[src/rtl/tile_lane_matrix.sv]
// tile_lane_matrix: scrolling piano-tile lanes, key hit judge
// and row-scanned active-low LED dot matrix driver.
module tile_lane_matrix #(
    parameter int LANES     = 3,
    parameter int LANE_ROWS = 2,
    parameter int GAP_ROWS  = 1,
    parameter int ROWS      = 8,
    parameter int COLS      = 16,
    parameter int SCAN_DIV  = 5000,
    parameter int CNT_W     = 8
) (
    input  logic             clk,
    input  logic             rst,
    input  logic             step,
    input  logic [LANES-1:0] data,
    input  logic [LANES-1:0] key,
    input  logic             pause,
    output logic [ROWS-1:0]  dot_row,
    output logic [COLS-1:0]  dot_col,
    output logic             hit,
    output logic             miss,
    output logic [CNT_W-1:0] score,
    output logic [CNT_W-1:0] misses
);
    localparam int PITCH = LANE_ROWS + GAP_ROWS;
    localparam int RW = (ROWS > 1) ? $clog2(ROWS) : 1;
    localparam int DW = (SCAN_DIV > 1) ? $clog2(SCAN_DIV) : 1;
    localparam int NW = $clog2(LANES + 1);
    localparam int SW = CNT_W + NW + 1;
    localparam logic [SW-1:0] MAXV =
        {{(SW-CNT_W){1'b0}}, {CNT_W{1'b1}}};

    logic [LANES-1:0][COLS-1:0] r_lane;
    logic [DW-1:0]              r_cnt;
    logic [RW-1:0]              r_row;

    logic [LANES-1:0][COLS-1:0] w_lane_nxt;
    logic [LANES-1:0]           w_hit;
    logic [LANES-1:0]           w_miss;
    logic [SW-1:0]              w_nh;
    logic [SW-1:0]              w_nm;
    logic [SW-1:0]              w_score;
    logic [SW-1:0]              w_misses;
    logic                       w_wrap;
    logic [RW-1:0]              w_row_nxt;
    logic [COLS-1:0]            w_col;

    // Judge on the pre-shift hit line; a hit on a step cycle
    // simply lets the consumed tile fall off the end.
    always_comb begin
        w_lane_nxt = r_lane;
        w_hit      = '0;
        w_miss     = '0;
        for (int k = 0; k < LANES; k++) begin
            if (!pause) begin
                w_hit[k]  = key[k] & r_lane[k][0];
                w_miss[k] = (key[k] & ~r_lane[k][0])
                          | (step & ~key[k] & r_lane[k][0]);
                if (step)
                    w_lane_nxt[k] = {data[k], r_lane[k][COLS-1:1]};
                else if (w_hit[k])
                    w_lane_nxt[k][0] = 1'b0;
            end
        end
    end

    always_comb begin
        w_nh = '0;
        w_nm = '0;
        for (int k = 0; k < LANES; k++) begin
            w_nh = w_nh + SW'(w_hit[k]);
            w_nm = w_nm + SW'(w_miss[k]);
        end
        w_score  = SW'(score) + w_nh;
        w_misses = SW'(misses) + w_nm;
        if (w_score > MAXV)
            w_score = MAXV;
        if (w_misses > MAXV)
            w_misses = MAXV;
    end

    assign w_wrap    = (r_cnt == DW'(SCAN_DIV - 1));
    assign w_row_nxt = (r_row == RW'(ROWS - 1)) ? '0
                     : r_row + RW'(1);

    // Column data is taken for the row being selected, so row
    // and column always change on the same edge.
    always_comb begin
        w_col = '0;
        for (int k = 0; k < LANES; k++) begin
            if (int'(w_row_nxt) >= k * PITCH &&
                int'(w_row_nxt) < k * PITCH + LANE_ROWS)
                w_col = r_lane[k];
        end
    end

    always_ff @(posedge clk or negedge rst) begin
        if (!rst) begin
            r_lane  <= '0;
            r_cnt   <= '0;
            r_row   <= '0;
            dot_row <= '1;
            dot_col <= '0;
            hit     <= 1'b0;
            miss    <= 1'b0;
            score   <= '0;
            misses  <= '0;
        end else begin
            r_lane <= w_lane_nxt;
            hit    <= |w_hit;
            miss   <= |w_miss;
            score  <= w_score[CNT_W-1:0];
            misses <= w_misses[CNT_W-1:0];
            if (w_wrap) begin
                r_cnt   <= '0;
                r_row   <= w_row_nxt;
                dot_row <= ~(ROWS'(1) << (RW'(ROWS - 1) - w_row_nxt));
                dot_col <= w_col;
            end else begin
                r_cnt <= r_cnt + DW'(1);
            end
        end
    end

endmodule

[config.mk]
export PLATFORM = sky130hd
export DESIGN_NAME = tile_lane_matrix
export DESIGN_NICKNAME = d
export VERILOG_FILES = /design/src/rtl/tile_lane_matrix.sv
export SDC_FILE = /design/constraint.sdc
export NUM_CORES = 1
export LEC_CHECK = 0
export BUFFER_PORTS_ARGS = -buffer_cell sky130_fd_sc_hd__buf_2
export CORE_ASPECT_RATIO = 0.6
export CORE_MARGIN = 2
export CORE_UTILIZATION = 53
export DETAILED_ROUTE_END_ITERATION = 10
export GPL_ROUTABILITY_DRIVEN = 0
export PLACE_DENSITY = 0.73
export SYNTH_ARGS = -nofsm -noshare
export SYNTH_HDL_FRONTEND = slang
export SYNTH_SLANG_ARGS = --single-unit
[constraint.sdc]
create_clock -name clk -period 2.4 [get_ports clk]
set_input_delay 0.12 -clock clk [delete_from_list [all_inputs] [get_ports clk]]
set_output_delay 0.12 -clock clk [all_outputs]
set_load 0.01 [all_outputs]
==> metrics.md, run 1 <==
| Metric | Value |
|---|---|
| Yosys warns | `0` |
| Count of final hold-check violations | `0` |
| FF+latch count, synth | `106` |
| Die area | `about 11000 sq um` |
| Drt wl/cell | `18.0 um` |
| Vias per cell | `roughly 6` |
| Clock skew | `roughly 0.0073 ns` |
| Worst setup EP type | `register` |
| Worst Setup Start Kind | `register` |
| Hold Path Class | `in2reg` |
| Vias | `between 3000 and 4000` |
| Setup WS post-layout | `-0.139 ns` |
| Nets | `~530` |
| Clock latency on the worst-skew pair | `0.35 ns` |
| Antenna viol nets, final | `0` |
| Critical path class | `reg2reg` |
| RSZ-0062 raised after global routing | `yes` |
| Ranking of synthesized cells by area | `dfrtp_1, mux2_2, dfstp_2` |
| Die Y | `81.4 um` |
| Status | `finished, violations left` |
| Syn nets | `471` |
| Overflow after GRT | `0` |
| Leakage power | `2.81 nW` |
| Die Wd | `133 um` |
| Critical Path Fanout Max | `6` |
| Placed inst area | `5720 sq um` |
| Count leader, synth | `dfrtp_1` |
| Yosys cell types | `just under 50` |
| Syn Std Cell Area | `5290 sq um` |
| Top_reg_cell synth | `dfrtp_1` |
| Clock root buffer | `clkbuf_16` |
| Row Count | `28` |
| Post-synth top cells | `dfrtp_1, mux2_2, nand3b_1` |
| Peak supply drop | `roughly 0.00056 V` |
| Fmax | `394 MHz` |
| DRT Pass-1 Iters | `4` |
| Violated checks | `negative setup slack` |
| Hold slack | `~0.0060 ns` |
| Clk slew on worst S/H paths | `around 0.07 ns` |
| Clock Sink Count | `106` |
| Layout area overhead | `16.2%` |
| Initial detailed-routing violation count | `around 250` |
| WP data required | `approximately 2.7 ns` |
| Final setup fails | `8` |
| Mean post-synth cell area | `11.9 sq um` |
| Fin cells | `between 600 and 700` |
| Post-synth ARST share | `1.00` |
| Worst slew pin tran | `0.654 ns` |
| CORE AREA | `a little under 10000 sq um` |
| Design area | `just over 6000 sq um` |
| Area leader, netlist | `dfrtp_1` |
| Reg2Reg Depth | `10` |
| Remaining DRCs | `0` |
| Number of flops mapped to enable cells by yosys | `0` |
| Largest net degree at the start of global routing | `a little under 100` |
| Detail Placement HPWL | `around 7600 um` |
| I/O Pins | `52` |
| Share of the synthesized area in the top cell type | `0.464` |
| Number of CTS-inserted buffers | `9` |
| CTS tree | `built` |
| Worst path arrival time | `2.82 ns` |
| Pre-CTS setup slack | `-0.109 ns` |
| Placed Cells | `620` |
| Max-slew headroom | `0.564` |
| Total GRT Usage | `0.218` |
| Starting density of the core | `0.541` |
| Share of cells above drive strength 1 | `0.333` |
| Clock buffer depth | `2` |
| Tmin final | `2.54 ns` |
| First-pass GRT wire length | `roughly 18000 um` |
| Pins Over Slew Limit | `0` |
| Initial antenna violation count | `0` |
| IO Port Bufs | `just over 50` |
| Pwr/cell area | `slightly below 900 nW/um^2` |
| Total of max-cap violations | `0` |
| Vias in the first global route | `about 3500` |
| Final wirelength | `approximately 12000 um` |
| Cell count after synthesis | `446` |
| H-tree depth | `3` |
| Period Utilization, post-route | `1.06` |
| Hold path depth | `2` |
| Antenna cells | `0` |
| Post-synthesis sequential area ratio | `0.503` |
| # fillers | `about 760` |
| Core Util, Final | `0.629` |
[sequential cells by signal, summed over array words and instances (netlist names)]
signal and count:
r_lane 48, dot_col 16, r_cnt 13, dot_row 8, misses 8, score 8
r_row 3, hit 1, miss 1
[area by class of cell]
type / count / area, sq um / share of cell area
multi-input combinational: 290 / 2430 / 0.396
tap: 135 / 169 / 0.0275
sequential: 106 / 2660 / 0.433
clock buffer: 13 / 240 / 0.0391
timing repair buffer: 78 / 507 / 0.0825
clock inverter: 3 / 65.1 / 0.0106
inverter: 18 / 67.6 / 0.0110
[repair_timing]
action,4_1_cts,5_1_grt
setup endpoints to repair,13,16
endpoints found under the hold margin,98,0
pin swaps,6,5
resized for setup,8,10
buffers inserted,2,3
hold buffers,2,0
[cell families (layout without fill, tap and decap cells)]
| family | count (synthesis) | in the layout | share of synthesized area |
|---|---|---|---|
| and+or+nand+nor | 122 | 122 | 0.154 |
| DFF | 106 | 106 | 0.503 |
| buffers and inverters | 50 | 112 | 0.0475 |
| AOI/OAI and AO/OA | 92 | 92 | 0.127 |
| muxes | 50 | 50 | 0.108 |
| adders and majority gates | 15 | 15 | 0.0412 |
| xor gates and xnor gates | 11 | 11 | 0.0182 |
[metrics by stage]
stage,setup TNS (ns),power (mW)
after detailed placement,-0.802,3.86
final,-0.734,5.46
after floorplan,-0.0337,3.35
after global routing,-2.14,5.73
after global placement,-0.233,3.78
after CTS,-0.580,5.44
[critical path, stage by stage, from the launching register on]
cell	delay, ns
dfrtp_1	0.40
nand2b_4	0.15
a21o_1	0.20
fa_1	0.46
inv_1	0.07
ha_2	0.18
inv_2	0.04
fa_2	0.34
and3b_1	0.24
nand4_1	0.22
nand3_1	0.17
[metal layers]
metal	global-route usage	vias to the layer above	share of wire
li1	-	1792	-
met1	0.317	1953	0.49
met2	0.320	118	0.43
met3	0.0612	13	0.063
met4	0.0624	0	0.012
met5	0	-	0
[path summary, 6_finish.rpt]
check,slack [ns],to,startpoint
max in group asynchronous,1.50,dot_row[7],rst
min,0.006,r_lane[47],data[2]
min in group asynchronous,0.14,misses[3],rst
max reg2reg,-0.14,misses[3],r_lane[0]
max,-0.14,misses[3],r_lane[0]
min reg2reg,0.49,r_cnt[0],r_cnt[0]
[report_power, final]
group          total (mW)  internal (mW)  switching [mW]
Clock                1.54          0.915           0.624
Combinational        1.30          0.700           0.595
Sequential           2.62           2.23           0.399
Total                5.46           3.84            1.62
[placed cells by master, fill, tap and decap left out, types with 5 or more instances in the layout]
cell type / n
a21oi_1: 8
a31oi_1: 17
a32o_1: 16
buf_2: 50
buf_4: 22
clkbuf_16: 9
dfrtp_1: 98
dfstp_2: 8
ha_1: 8
inv_1: 16
mux2_2: 48
nand2_1: 15
nand3_1: 10
nand3b_1: 23
nand4_1: 21
nor2_1: 7
o211ai_1: 17
o21a_1: 17
o21ai_0: 5
or4b_1: 11
or4b_2: 5
xor2_1: 8
Note: power is estimated with default switching activity, not from simulation.
==> inputs of run 2 (changes only) <==
--- a/config.mk
+++ b/config.mk
@@ -12,6 +12,8 @@
 export DETAILED_ROUTE_END_ITERATION = 10
 export GPL_ROUTABILITY_DRIVEN = 0
 export PLACE_DENSITY = 0.73
+export RECOVER_POWER = 25
+export SETUP_SLACK_MARGIN = 0.02
 export SYNTH_ARGS = -nofsm -noshare
 export SYNTH_HDL_FRONTEND = slang
 export SYNTH_SLANG_ARGS = --single-unit
==> run 2 against run 1 <==
Net effect: the run ends with max-capacitance violations, max-slew violations, negative setup slack left; power decreased by 2.8%; setup slack improved by 0.031 ns; cell area shrank 0.35%; clock skew rose by 0.00053 ns; final cell count rose by 0.16%; sequential share of layout area rose by 0.15 points; maximum frequency is 1.2% higher; utilization down 0.22 points; via count fell by 2.0%; critical path type unchanged.
==> metrics.md, run 2 (synthesis gave the netlist of run 1 again) <==
| Metric | Value |
|---|---|
| Count of final hold-check violations | `0` |
| DRT Pass-1 Iters | `4` |
| Clock Sink Count | `between 100 and 150` |
| Leakage power | `around 2.8 nW` |
| Tot Pwr | `around 5.3 mW` |
| RSZ-0062 raised after global routing | `yes` |
| Cell-internal power | `between 3 and 4 mW` |
| Vias in the first global route | `around 3700` |
| Worst R2R End | `misses[0]` |
| Worst path arrival time | `~2.8 ns` |
| Worst Setup Start Kind | `register` |
| Critical path class | `reg2reg` |
| Starting density of the core | `0.541` |
| Detail Placement HPWL | `7660 um` |
| Pre-CTS setup slack | `-0.121 ns` |
| IO Port Bufs | `slightly above 50` |
| Hold Path Class | `in2reg` |
| Die Y | `about 80 um` |
| Total of max-cap violations | `1` |
| Clk slew on worst S/H paths | `0.07 ns` |
| Critical Path Source | `r_lane[0]` |
| Initial detailed-routing violation count | `269` |
| Peak supply drop | `0.000472 V` |
| Vias per cell | `between 5 and 6` |
| WP data required | `~2.7 ns` |
| Vias | `roughly 3800` |
| CP cell instances | `nand2b_4 > a21o_1 > fa_1 > inv_1 > ha_2 > inv_2 > fa_2 > and3b_1 > nand4_1 > nand2b_1` |
| Largest net degree at the start of global routing | `52` |
| Drt wl/cell | `approximately 18 um` |
| Clock skew | `about 0.008 ns` |
| Critical R2R Launch | `r_lane[0]` |
| Sequential power share | `0.495` |
| Largest reg by FF count | `r_lane` |
| Hold wc startpoint | `data[0]` |
| Pwr/cell area | `866 nW/um^2` |
| Remaining DRCs | `0` |
| Critical Path Max Stage Delay | `around 0.47 ns` |
| Crit path to | `misses[0]` |
| R2R Setup Slk | `-0.11 ns` |
| Clock root buffer | `clkbuf_16` |
| Clk network pwr share | `0.262` |
| Initial antenna violation count | `0` |
| Die area | `between 10000 and 15000 sq um` |
| CTS tree | `built` |
| Layout area overhead | `15.8%` |
| First-pass GRT wire length | `between 15000 and 20000 um` |
| Reg2Reg Depth | `10` |
| Violated checks | `max-capacitance violations, max-slew violations, negative setup slack` |
| Total GRT Usage | `0.227` |
| Number of CTS-inserted buffers | `9` |
| Biggest registers after layout | `r_lane: 48 flops, dot_col: 16 flops, r_cnt: 13 flops` |
| I/O Pins | `52` |
| Psw | `about 1.6 mW` |
| Period Utilization, post-route | `1.05` |
| Sw Share | `0.311` |
| H-tree depth | `3` |
| Antenna viol nets, final | `0` |
| Max-slew headroom | `-0.0358` |
| Most frequent cells in the layout | `dfrtp_1, buf_2, mux2_2, buf_4, nand3b_1` |
| Worst path slowest cell | `fa_1` |
| Row Count | `28` |
| Max FFs per register | `between 40 and 50` |
| Share of cells above drive strength 1 | `0.348` |
| Nets | `about 530` |
| Critical Path Fanout Max | `6` |
| Combinational share of power | `0.243` |
| Die Wd | `133 um` |
| Overflow after GRT | `0` |
| Commonest non-fill, non-tap cell in the layout | `dfrtp_1` |
| Setup WS post-layout | `-0.109 ns` |
| Final wirelength | `11600 um` |
| Final setup fails | `13` |
| Antenna cells | `0` |
| Status | `finished, violations left` |
| Clock buffer depth | `2` |
| CORE AREA | `just under 10000 sq um` |
| Clock latency on the worst-skew pair | `0.35 ns` |
| Worst setup EP type | `register` |
| Tmin final | `around 2.5 ns` |
| Fmax | `~400 MHz` |
| Worst slew pin tran | `~1.6 ns` |
| Pins Over Slew Limit | `30` |
run 2: cell types whose count changed in the layout (fill, tap and decap cells not counted), moves of 2 or more:
cell / previous run / this run
buf_12: 3 / 1
buf_4: 22 / 25
bufinv_16: 2 / 0
clkbuf_1: 4 / 1
clkinv_2: 1 / 3
clkinv_4: 0 / 2
run 2: how the worst min path moves through the flow:
stage | end | cells past startpoint
6_report | r_lane[15] | 2
3_3_place_gp | misses[3] | 1
5_1_grt | r_lane[47] | 2
3_5_place_dp | misses[7] | 1
4_1_cts | r_lane[31] | 2
2_1_floorplan | dot_col[0] | 0
run 2: metal layers:
metal  GRT usage  wire length, um  share of wire  vias up
met5           0                0              0        -
met4      0.0613              127          0.011        0
met3      0.0705              672          0.058       14
met2       0.342             5140           0.44       89
met1       0.320             5660           0.49     1908
li1            -                -              -     1787
run 2: area by class of cell:
type / count / area [sq um]
Clock buffer: 10 / 239
Clock inverter: 6 / 41.3
Fill cell: 744 / 3650
Inverter: 18 / 67.6
Multi-Input combinational cell: 290 / 2460
Sequential cell: 106 / 2660
Tap cell: 135 / 169
Timing Repair Buffer: 79 / 483
run 2: through the flow:
stage / hold WS [ns] / setup TNS [ns] / util / cells / area (sq um)
floorplan: -0.176 / -0.0415 / - / 446 / 5290
global placement: 0.0690 / -0.141 / 0.586 / 622 / 5730
detailed placement: 0.0726 / -0.988 / 0.586 / 622 / 5730
CTS: 0.000327 / -0.489 / 0.619 / 640 / 6050
global route: 0.00269 / -5.03 / 0.626 / 644 / 6120
finish: 0.00697 / -0.808 / 0.626 / 644 / 6120
run 2: worst max-delay path, delay by kind of cell (launching register included):
family / cells / cell delay [ns]
adder cells (fa/ha/maj): 3 / 0.99
AND/OR/NAND/NOR: 4 / 0.76
flip-flops: 1 / 0.40
AO/OA/AOI/OAI: 1 / 0.18
buffers and inverters: 2 / 0.11
run 2: power by group through the flow:
stage	sequential (mW)	clock (mW)	combinational (mW)
final	2.62	1.39	1.29
after global routing	2.69	1.50	1.43
after CTS	2.61	1.42	1.24
after detailed placement	2.64	0	1.22
after global placement	2.61	0	1.18
after floorplan	2.57	0	0.772
run 2: what timing repair did:
| action | CTS | global route |
|---|---|---|
| endpoints found under the hold margin | 24 | 0 |
| endpoints found under the setup margin | 13 | 19 |
| pin swaps | 6 | 8 |
| hold buffers | 1 | 0 |
| gates resized for setup | 5 | 18 |
| setup buffers | 1 | 4 |
==> inputs of run 3 (changes only) <==
--- a/config.mk
+++ b/config.mk
@@ -8,10 +8,10 @@
 export BUFFER_PORTS_ARGS = -buffer_cell sky130_fd_sc_hd__buf_2
 export CORE_ASPECT_RATIO = 0.6
 export CORE_MARGIN = 2
-export CORE_UTILIZATION = 53
+export CORE_UTILIZATION = 59
 export DETAILED_ROUTE_END_ITERATION = 10
 export GPL_ROUTABILITY_DRIVEN = 0
-export PLACE_DENSITY = 0.73
+export PLACE_DENSITY = 0.77
 export RECOVER_POWER = 25
 export SETUP_SLACK_MARGIN = 0.02
 export SYNTH_ARGS = -nofsm -noshare
==> constraint.sdc (replaced) <==
create_clock -name clk -period 2.5 [get_ports clk]
set_input_delay 0.125 -clock clk [delete_from_list [all_inputs] [get_ports clk]]
set_output_delay 0.125 -clock clk [all_outputs]
set_load 0.01 [all_outputs]
==> run 3 against run 2 <==
Net effect: critical path depth up 1; wire length up 2.0%; clock skew is 0.0019 ns higher; the run ends with negative setup slack left; largest cell class unchanged; die area decreased by 9.8%.
==> metrics.md, run 3 (synthesis gave the netlist of run 1 again) <==
| Metric | Value |
|---|---|
| Status | `finished, violations left` |
| Violated checks | `negative setup slack` |
| H-tree depth | `3` |
| Critical Path Fanout Max | `3` |
| Placed Cells | `approximately 600` |
| Die area | `slightly below 10000 sq um` |
| Fin cells | `approximately 620` |
| RSZ-0062 raised after global routing | `yes` |
| Initial detailed-routing violation count | `between 300 and 400` |
| Period Utilization, post-route | `1.02` |
| Largest net degree at the start of global routing | `57` |
| Max-slew headroom | `0.154` |
| First-pass GRT wire length | `19700 um` |
| Count of final hold-check violations | `0` |
| Final wirelength | `11800 um` |
| Clock Sink Count | `about 110` |
| Worst path arrival time | `2.83 ns` |
| Critical path class | `reg2reg` |
| Detail Placement HPWL | `7980 um` |
| Clock latency on the worst-skew pair | `around 0.35 ns` |
| Clock skew | `0.00976 ns` |
| WP data required | `2.77 ns` |
| Tmin final | `2.56 ns` |
| IO Port Bufs | `between 50 and 60` |
| Max FFs per register | `48` |
| CORE AREA | `roughly 8600 sq um` |
| Leakage power | `2.78 nW` |
| Total GRT Usage | `0.255` |
| Worst setup EP type | `register` |
| Vias per cell | `6.27` |
| Hold slack | `about 0.011 ns` |
| Largest reg by FF count | `r_lane` |
| Die Wd | `roughly 130 um` |
| Setup WS post-layout | `-0.0592 ns` |
| Share of cells above drive strength 1 | `0.325` |
| Commonest non-fill, non-tap cell in the layout | `dfrtp_1` |
| Biggest registers after layout | `r_lane: 48 flops, dot_col: 16 flops, r_cnt: 13 flops` |
| Peak supply drop | `approximately 0.00055 V` |
| Pwr/cell area | `approximately 850 nW/um^2` |
| Drt wl/cell | `between 15 and 20 um` |
| Row Count | `26` |
| Layout area overhead | `14.6%` |
| Most frequent cells in the layout | `dfrtp_1, buf_2, mux2_2, nand3b_1` |
| Final setup fails | `7` |
| Nets | `approximately 530` |
| Pins Over Slew Limit | `0` |
| Clock root buffer | `clkbuf_16` |
| Vias in the first global route | `about 3800` |
| DRT Pass-1 Iters | `5` |
| Clk slew on worst S/H paths | `roughly 0.070 ns` |
| Remaining DRCs | `0` |
| Total of max-cap violations | `0` |
| Number of CTS-inserted buffers | `9` |
| Overflow after GRT | `0` |
| Initial antenna violation count | `0` |
| Hold Path Class | `in2reg` |
| Starting density of the core | `0.613` |
| Worst Setup Start Kind | `register` |
| Antenna viol nets, final | `0` |
| Worst slew pin tran | `between 1 and 1.5 ns` |
| Antenna cells | `0` |
| I/O Pins | `52` |
| Fmax | `approximately 390 MHz` |
| Clock buffer depth | `2` |
| CTS tree | `built` |
| Vias | `3884` |
| Die Y | `77.3 um` |
run 3: changes by cell type in the layout (fill, tap and decap cells not counted), sizes merged:
cell,before,now
clkinvlp,0,1
inv,19,18
clkinv,5,1
dlygate4sd3,1,2
buf,77,73
clkbuf,11,16
run 3: where the power goes:
part	internal (mW)	switching [mW]	total (mW)
Combinational	0.669	0.590	1.26
Sequential	2.14	0.395	2.53
Clock	0.708	0.626	1.33
run 3: stage by stage:
stage	setup slack [ns]	power (mW)	setup TNS, ns	utilization	instance area, sq um
3_5_place_dp	-0.128	3.72	-0.829	0.660	5690
3_3_place_gp	-0.00666	3.63	-0.00666	0.660	5690
6_report	-0.0592	5.12	-0.320	0.703	6060
2_1_floorplan	0.0267	3.21	0	-	5290
4_1_cts	-0.0433	5.08	-0.220	0.696	6000
5_1_grt	-0.184	5.38	-1.18	0.703	6060
run 3: worst paths after layout:
path / startpoint / to / slack (ns) / cells past startpoint
worst max-delay path: r_lane[0] / misses[6] / -0.06 / 11
worst min-delay path: data[0] / r_lane[15] / 0.01 / 2
worst max register to register: r_lane[0] / misses[6] / -0.06 / 11
worst min register to register: r_cnt[11] / r_cnt[11] / 0.49 / 1
max in group asynchronous: rst / dot_row[0] / 0.96 / 3
min in group asynchronous: rst / r_cnt[6] / 0.59 / 2
run 3: routing by layer:
metal | vias up | part of all wire | global-route usage
met2 | 118 | 0.44 | 0.360
li1 | 1793 | - | -
met4 | 0 | 0.0099 | 0.0670
met5 | - | 0 | 0
met1 | 1961 | 0.50 | 0.393
met3 | 12 | 0.059 | 0.0648
run 3: final cells by class:
type	count	area, sq um
Clock buffer	14	254
Fill cell	608	2560
Clock inverter	2	16.3
Inverter	18	67.6
Multi-Input combinational cell	290	2430
Tap cell	112	140
Timing Repair Buffer	77	492
Sequential cell	106	2660
run 3: what timing repair did:
| action | in CTS | in global routing |
|---|---|---|
| hold buffers | 2 | 0 |
| setup buffers | 1 | 4 |
| resized for setup | 6 | 11 |
| pin swaps | 1 | 5 |
| hold endpoints to repair | 49 | 0 |
| endpoints found under the setup margin | 13 | 20 |
run 3: worst max-delay path, stage by stage (launching register included):
cell and delay, ns:
dfrtp_1 0.40, nand2b_4 0.14, a21o_1 0.18, fa_1 0.46
inv_1 0.08, ha_2 0.20, inv_2 0.04, fa_2 0.34
and3b_1 0.24, buf_4 0.13, a31oi_1 0.08, a21oi_1 0.16
